===== src/rtl/ahb_slave_interface.sv =====
// AHB-side front end of the AHB-to-APB bridge: transfer qualification, decode, pipelining.
// Optional decode-error response FSM enabled by defining AHB_DECODE_ERR_EN.
module ahb_slave_interface #(
    parameter logic [31:0] BASE_ADDR    = 32'h8000_0000,
    parameter int unsigned REGION_SHIFT = 26,
    parameter int unsigned NUM_SLAVES   = 3
) (
    input  logic        hclk,
    input  logic        hresetn,
    input  logic        hwrite,
    input  logic        hreadyin,
    input  logic [1:0]  htrans,
    input  logic [31:0] haddr,
    input  logic [31:0] hwdata,
    input  logic [31:0] prdata,
    output logic        valid,
    output logic [2:0]  temp_sel,
    output logic [31:0] haddr1,
    output logic [31:0] haddr2,
    output logic [31:0] hwdata1,
    output logic [31:0] hwdata2,
    output logic        hwrite_reg,
    output logic        hwrite_reg1,
    output logic [31:0] hrdata,
    output logic [1:0]  hresp,
    output logic        err_hready
);

    localparam logic [31:0] WIN_SIZE = 32'(NUM_SLAVES) << REGION_SHIFT;

    logic [31:0] offset;
    logic [31:0] region;
    logic        mapped;
    logic        active;

    logic [31:0] haddr1_q;
    logic [31:0] haddr2_q;
    logic [31:0] hwdata1_q;
    logic [31:0] hwdata2_q;
    logic        hwrite1_q;
    logic        hwrite2_q;

    assign offset = haddr - BASE_ADDR;
    assign region = offset >> REGION_SHIFT;
    assign mapped = (haddr >= BASE_ADDR) && (offset < WIN_SIZE);
    assign active = hreadyin & htrans[1];
    assign valid  = active & mapped;
    assign hrdata = prdata;

    always_comb begin
        temp_sel = 3'b000;
        if (mapped) begin
            unique case (1'b1)
                region == 32'd0: temp_sel = 3'b001;
                region == 32'd1: temp_sel = 3'b010;
                region == 32'd2: temp_sel = 3'b100;
                default:         temp_sel = 3'b000;
            endcase
        end
    end

    // Fixed 1/2-cycle delays, deliberately not stalled by hreadyin
    always_ff @(posedge hclk) begin
        if (!hresetn) begin
            haddr1_q  <= '0;
            haddr2_q  <= '0;
            hwdata1_q <= '0;
            hwdata2_q <= '0;
            hwrite1_q <= 1'b0;
            hwrite2_q <= 1'b0;
        end else begin
            haddr1_q  <= haddr;
            haddr2_q  <= haddr1_q;
            hwdata1_q <= hwdata;
            hwdata2_q <= hwdata1_q;
            hwrite1_q <= hwrite;
            hwrite2_q <= hwrite1_q;
        end
    end

    assign haddr1      = haddr1_q;
    assign haddr2      = haddr2_q;
    assign hwdata1     = hwdata1_q;
    assign hwdata2     = hwdata2_q;
    assign hwrite_reg  = hwrite1_q;
    assign hwrite_reg1 = hwrite2_q;

`ifdef AHB_DECODE_ERR_EN
    typedef enum logic [1:0] {
        ST_OK   = 2'b00,
        ST_ERR1 = 2'b01,
        ST_ERR2 = 2'b10
    } err_state_e;

    err_state_e state_q;
    err_state_e state_d;
    logic       err_req;

    assign err_req = active & ~mapped;

    always_ff @(posedge hclk) begin
        if (!hresetn) begin
            state_q <= ST_OK;
        end else begin
            state_q <= state_d;
        end
    end

    // Two-cycle ERROR response; a new error in ERR2 restarts it
    always_comb begin
        state_d    = state_q;
        hresp      = 2'b00;
        err_hready = 1'b1;
        unique case (state_q)
            ST_OK: begin
                if (err_req) state_d = ST_ERR1;
            end
            ST_ERR1: begin
                hresp      = 2'b01;
                err_hready = 1'b0;
                state_d    = ST_ERR2;
            end
            ST_ERR2: begin
                hresp   = 2'b01;
                state_d = err_req ? ST_ERR1 : ST_OK;
            end
            default: state_d = ST_OK;
        endcase
    end
`else
    assign hresp      = 2'b00;
    assign err_hready = 1'b1;
`endif

endmodule


===== config.mk =====
export PLATFORM = sky130hd
export DESIGN_NAME = ahb_slave_interface
export DESIGN_NICKNAME = d
export VERILOG_FILES = /design/src/rtl/ahb_slave_interface.sv
export SDC_FILE = /design/constraint.sdc
export NUM_CORES = 1
export LEC_CHECK = 0
export CAP_MARGIN = 15
export CORE_ASPECT_RATIO = 1.25
export CORE_MARGIN = 4
export CORE_UTILIZATION = 34
export DETAILED_ROUTE_END_ITERATION = 12
export PLACE_DENSITY_LB_ADDON = 0.08
export SYNTH_ARGS = -nofsm -noshare
export SYNTH_HDL_FRONTEND = slang
export SYNTH_SLANG_ARGS = --single-unit

===== constraint.sdc =====
create_clock -name hclk -period 1.8 [get_ports hclk]
set_clock_uncertainty 0.15 [all_clocks]
set_input_delay 0.36 -clock hclk [delete_from_list [all_inputs] [get_ports hclk]]
set_output_delay 0.36 -clock hclk [all_outputs]
set_load 0.05 [all_outputs]

==> results by group <==
Drt
  • Via count: 2582
  • Routed Antenna Nets: 0
  • Aggregate routed wire length: 9620 microns
  • DRC marker count from the first detailed-route iteration: 43
  • Routed length per instance: 15.0 microns
  • Total iterations of the first detailed-routing run: 3
  • Via density: 4.02
  • Number of remaining DRC errors: 0

GRT
  • Overflow left after global routing: 0
  • Wire length of the first global-routing pass: 13900 microns
  • Global router's overall resource usage: 0.148
  • Number of global-route vias before repair: 2441
  • Pin count of the biggest net entering global routing: 45
  • Number of antenna violations at the first check in global routing: 0

Final layout
  • Signed area change from the synthesized netlist to the final layout: 62.3%
  • Multi-input gate area: 917 sq um
  • Layout fillers: 928
  • Final cell utilization of the core: 0.573
  • Total area of sequential cells: 2600 sq um
  • Net count reported at finish: 601
  • Final design area excluding fillers: 6170 sq um
  • Share of final-layout standard cells stronger than drive strength 1: 0.360
  • Post-Layout Cell Count: 643
  • Inserted Diodes: 0

Power
  • IR Drop Worst-Case VDD: 0.000665 V
  • Clock Power Share: 0.475
  • Net switching power: 1.91 mW
  • Total Power: 7.80 mW
  • Share of total power in sequential cells: 0.393
  • Power density over the cells: 1260 nW/um^2
  • Share of total power in combinational logic: 0.132
  • Leakage power summed over all cells: 2.82 nW
  • Cell internal power dissipation: 5.89 mW
  • Switching Share: 0.245

STA
  • Hold slack final: 27.3 ps
  • Post-layout min period: 1970 ps
  • Final hold violation count: 0
  • Final-layout setup total negative slack: -614 ps
  • Highest Clock Rate: 507 MHz
  • Unrepaired setup endpoints after global routing: true
  • Final count of negative-setup-slack endpoints: 4
  • Ratio of final minimum period to clock period: 1.10
  • Final setup margin: -174 ps
  • Total count of max-transition violations in the final report: 0

Synth
  • Compound-gate portion of the synthesized area: 0.00329
  • Simple-Gate Fraction of Synth Area: 0.227
  • Register bit count reported by yosys: 130
  • Share of the yosys chip area belonging to registers: 0.685
  • Count of yosys warnings during synthesis: 0
  • Xor/xnor cell area share of the yosys netlist: 0
  • Mean Syn Cell Area: 12.0 sq um
  • Largest family of logic cells by synthesized area: simple AND/OR/NAND/NOR gates
  • Mapped Area: 3800 sq um
  • Cells after synthesis: 317
  • Adder-cell area share of the yosys netlist: 0
  • Proportion of synthesized area in mux cells: 0
  • Yosys cell types: 12

Min path
  • Kind of path behind the tightest hold check: in2reg

Setup path
  • Maximum net fanout on the critical path: 4
  • Arrival @ worst endpoint: 1460 ps
  • Endpoint kind of the worst setup timing path: primary output
  • CP Launch Type: primary input
  • Worst EP required: 1290 ps
  • Start-to-end type of the worst setup path: in2out

Clock network
  • Reg clk slew, reported paths: 50 ps
  • Post-CTS Setup Inserts: 0
  • Deepest clock path buffer count: 2
  • Number of sinks on the clock net: 130
  • Number of H-tree levels: 4
  • Number of buffers created by CTS: 17
  • Skew-Pair Late Insertion Delay: 400 ps
  • Clock root buffer: clkbuf_16
  • CTS tree: done

Place
  • Post-detailed-placement cell area: 5510 sq um
  • Global placement routability congestion: 0.745
  • Cell count after placement: 611
  • Number of buffers inserted by port buffering: 202
  • Post-Place Setup Slack: -544 ps
  • Post-DP HPWL: 7430 microns

Die
  • Core outline area: 10800 sq um
  • Die height: 126 microns
  • Number of top-level design ports: 271
  • Starting utilization of the core area: 0.353
  • Std-Cell Rows: 42
  • Die footprint: 12900 sq um
  • Horizontal die dimension: 103 microns

Run status
  • Violated checks: setup timing
  • Result of the run: finished with violations

Job
  • Max Cap Viol: 0
power groups by stage:
stage	Sequential, mW	Clock (mW)	Combinational, mW
2_1_floorplan	3.60	0	0.327
3_3_place_gp	3.12	0	1.04
3_5_place_dp	3.13	0	1.04
4_1_cts	3.07	3.80	1.04
5_1_grt	3.08	3.92	1.07
6_report	3.07	3.71	1.03
cells in the final DEF, fill, tap and decap left out, types with 3 or more instances in the layout:
cell             instances
and2_1                 129
buf_12                   7
buf_4                  135
buf_6                    3
bufinv_16                5
clkbuf_16               17
clkdlybuf4s50_1         62
clkinvlp_4               3
conb_1                   3
dfxtp_1                130
final timing paths:
| kind | startpoint | end | slack, ps | depth (start not counted) |
|---|---|---|---|---|
| setup / recovery | haddr[30] | temp_sel[1] | -170 | 4 |
| setup reg to reg | haddr1[5] | haddr2[5] | 1050 | 1 |
| hold / removal | haddr[30] | haddr1[30] | 30 | 2 |
| hold reg to reg | haddr1[26] | haddr2[26] | 300 | 1 |
area by class of cell:
cell class	instances	area share
clock buffer	18	0.0712
timing repair buffer	211	0.298
tap	132	0.0268
sequential	130	0.422
clock inverter	13	0.0339
multi-input combinational	139	0.149
critical path: stages:
cell	delay, ps
buf_6	90
or4b_4	610
nor3b_4	240
buf_12	160
cell families after synthesis:
logic type / count (synthesis)
compound gates: 1
other cells: 2
flops: 130
buf+inv: 49
simple gates: 135
Yosys cell counts, drive strengths merged:
master / n / area (sq um)
a211oi: 1 / 12.5
and2: 130 / 815
buf: 36 / 268
clkbuf: 13 / 48.8
conb: 2 / 7.51
dfxtp: 130 / 2600
nand2: 1 / 3.75
nor3: 1 / 5.00
nor3b: 2 / 25.0
or4b: 1 / 13.8
per-layer routing:
layer / up-vias / share of wire / global-route usage
met4: 0 / 0.026 / 0.0764
li1: 1287 / - / -
met5: - / 0 / 0
met1: 1127 / 0.32 / 0.136
met2: 141 / 0.53 / 0.261
met3: 27 / 0.12 / 0.0725
what timing repair did:
| action | 4_1_cts | 5_1_grt |
|---|---|---|
| endpoints found under the setup margin | 4 | 4 |
| hold endpoints to repair | 0 | 1 |
| gates resized for setup | 18 | 2 |
| pin swaps | 2 | 2 |
| hold buffers | 0 | 1 |
(Power assumes the default switching activity.)
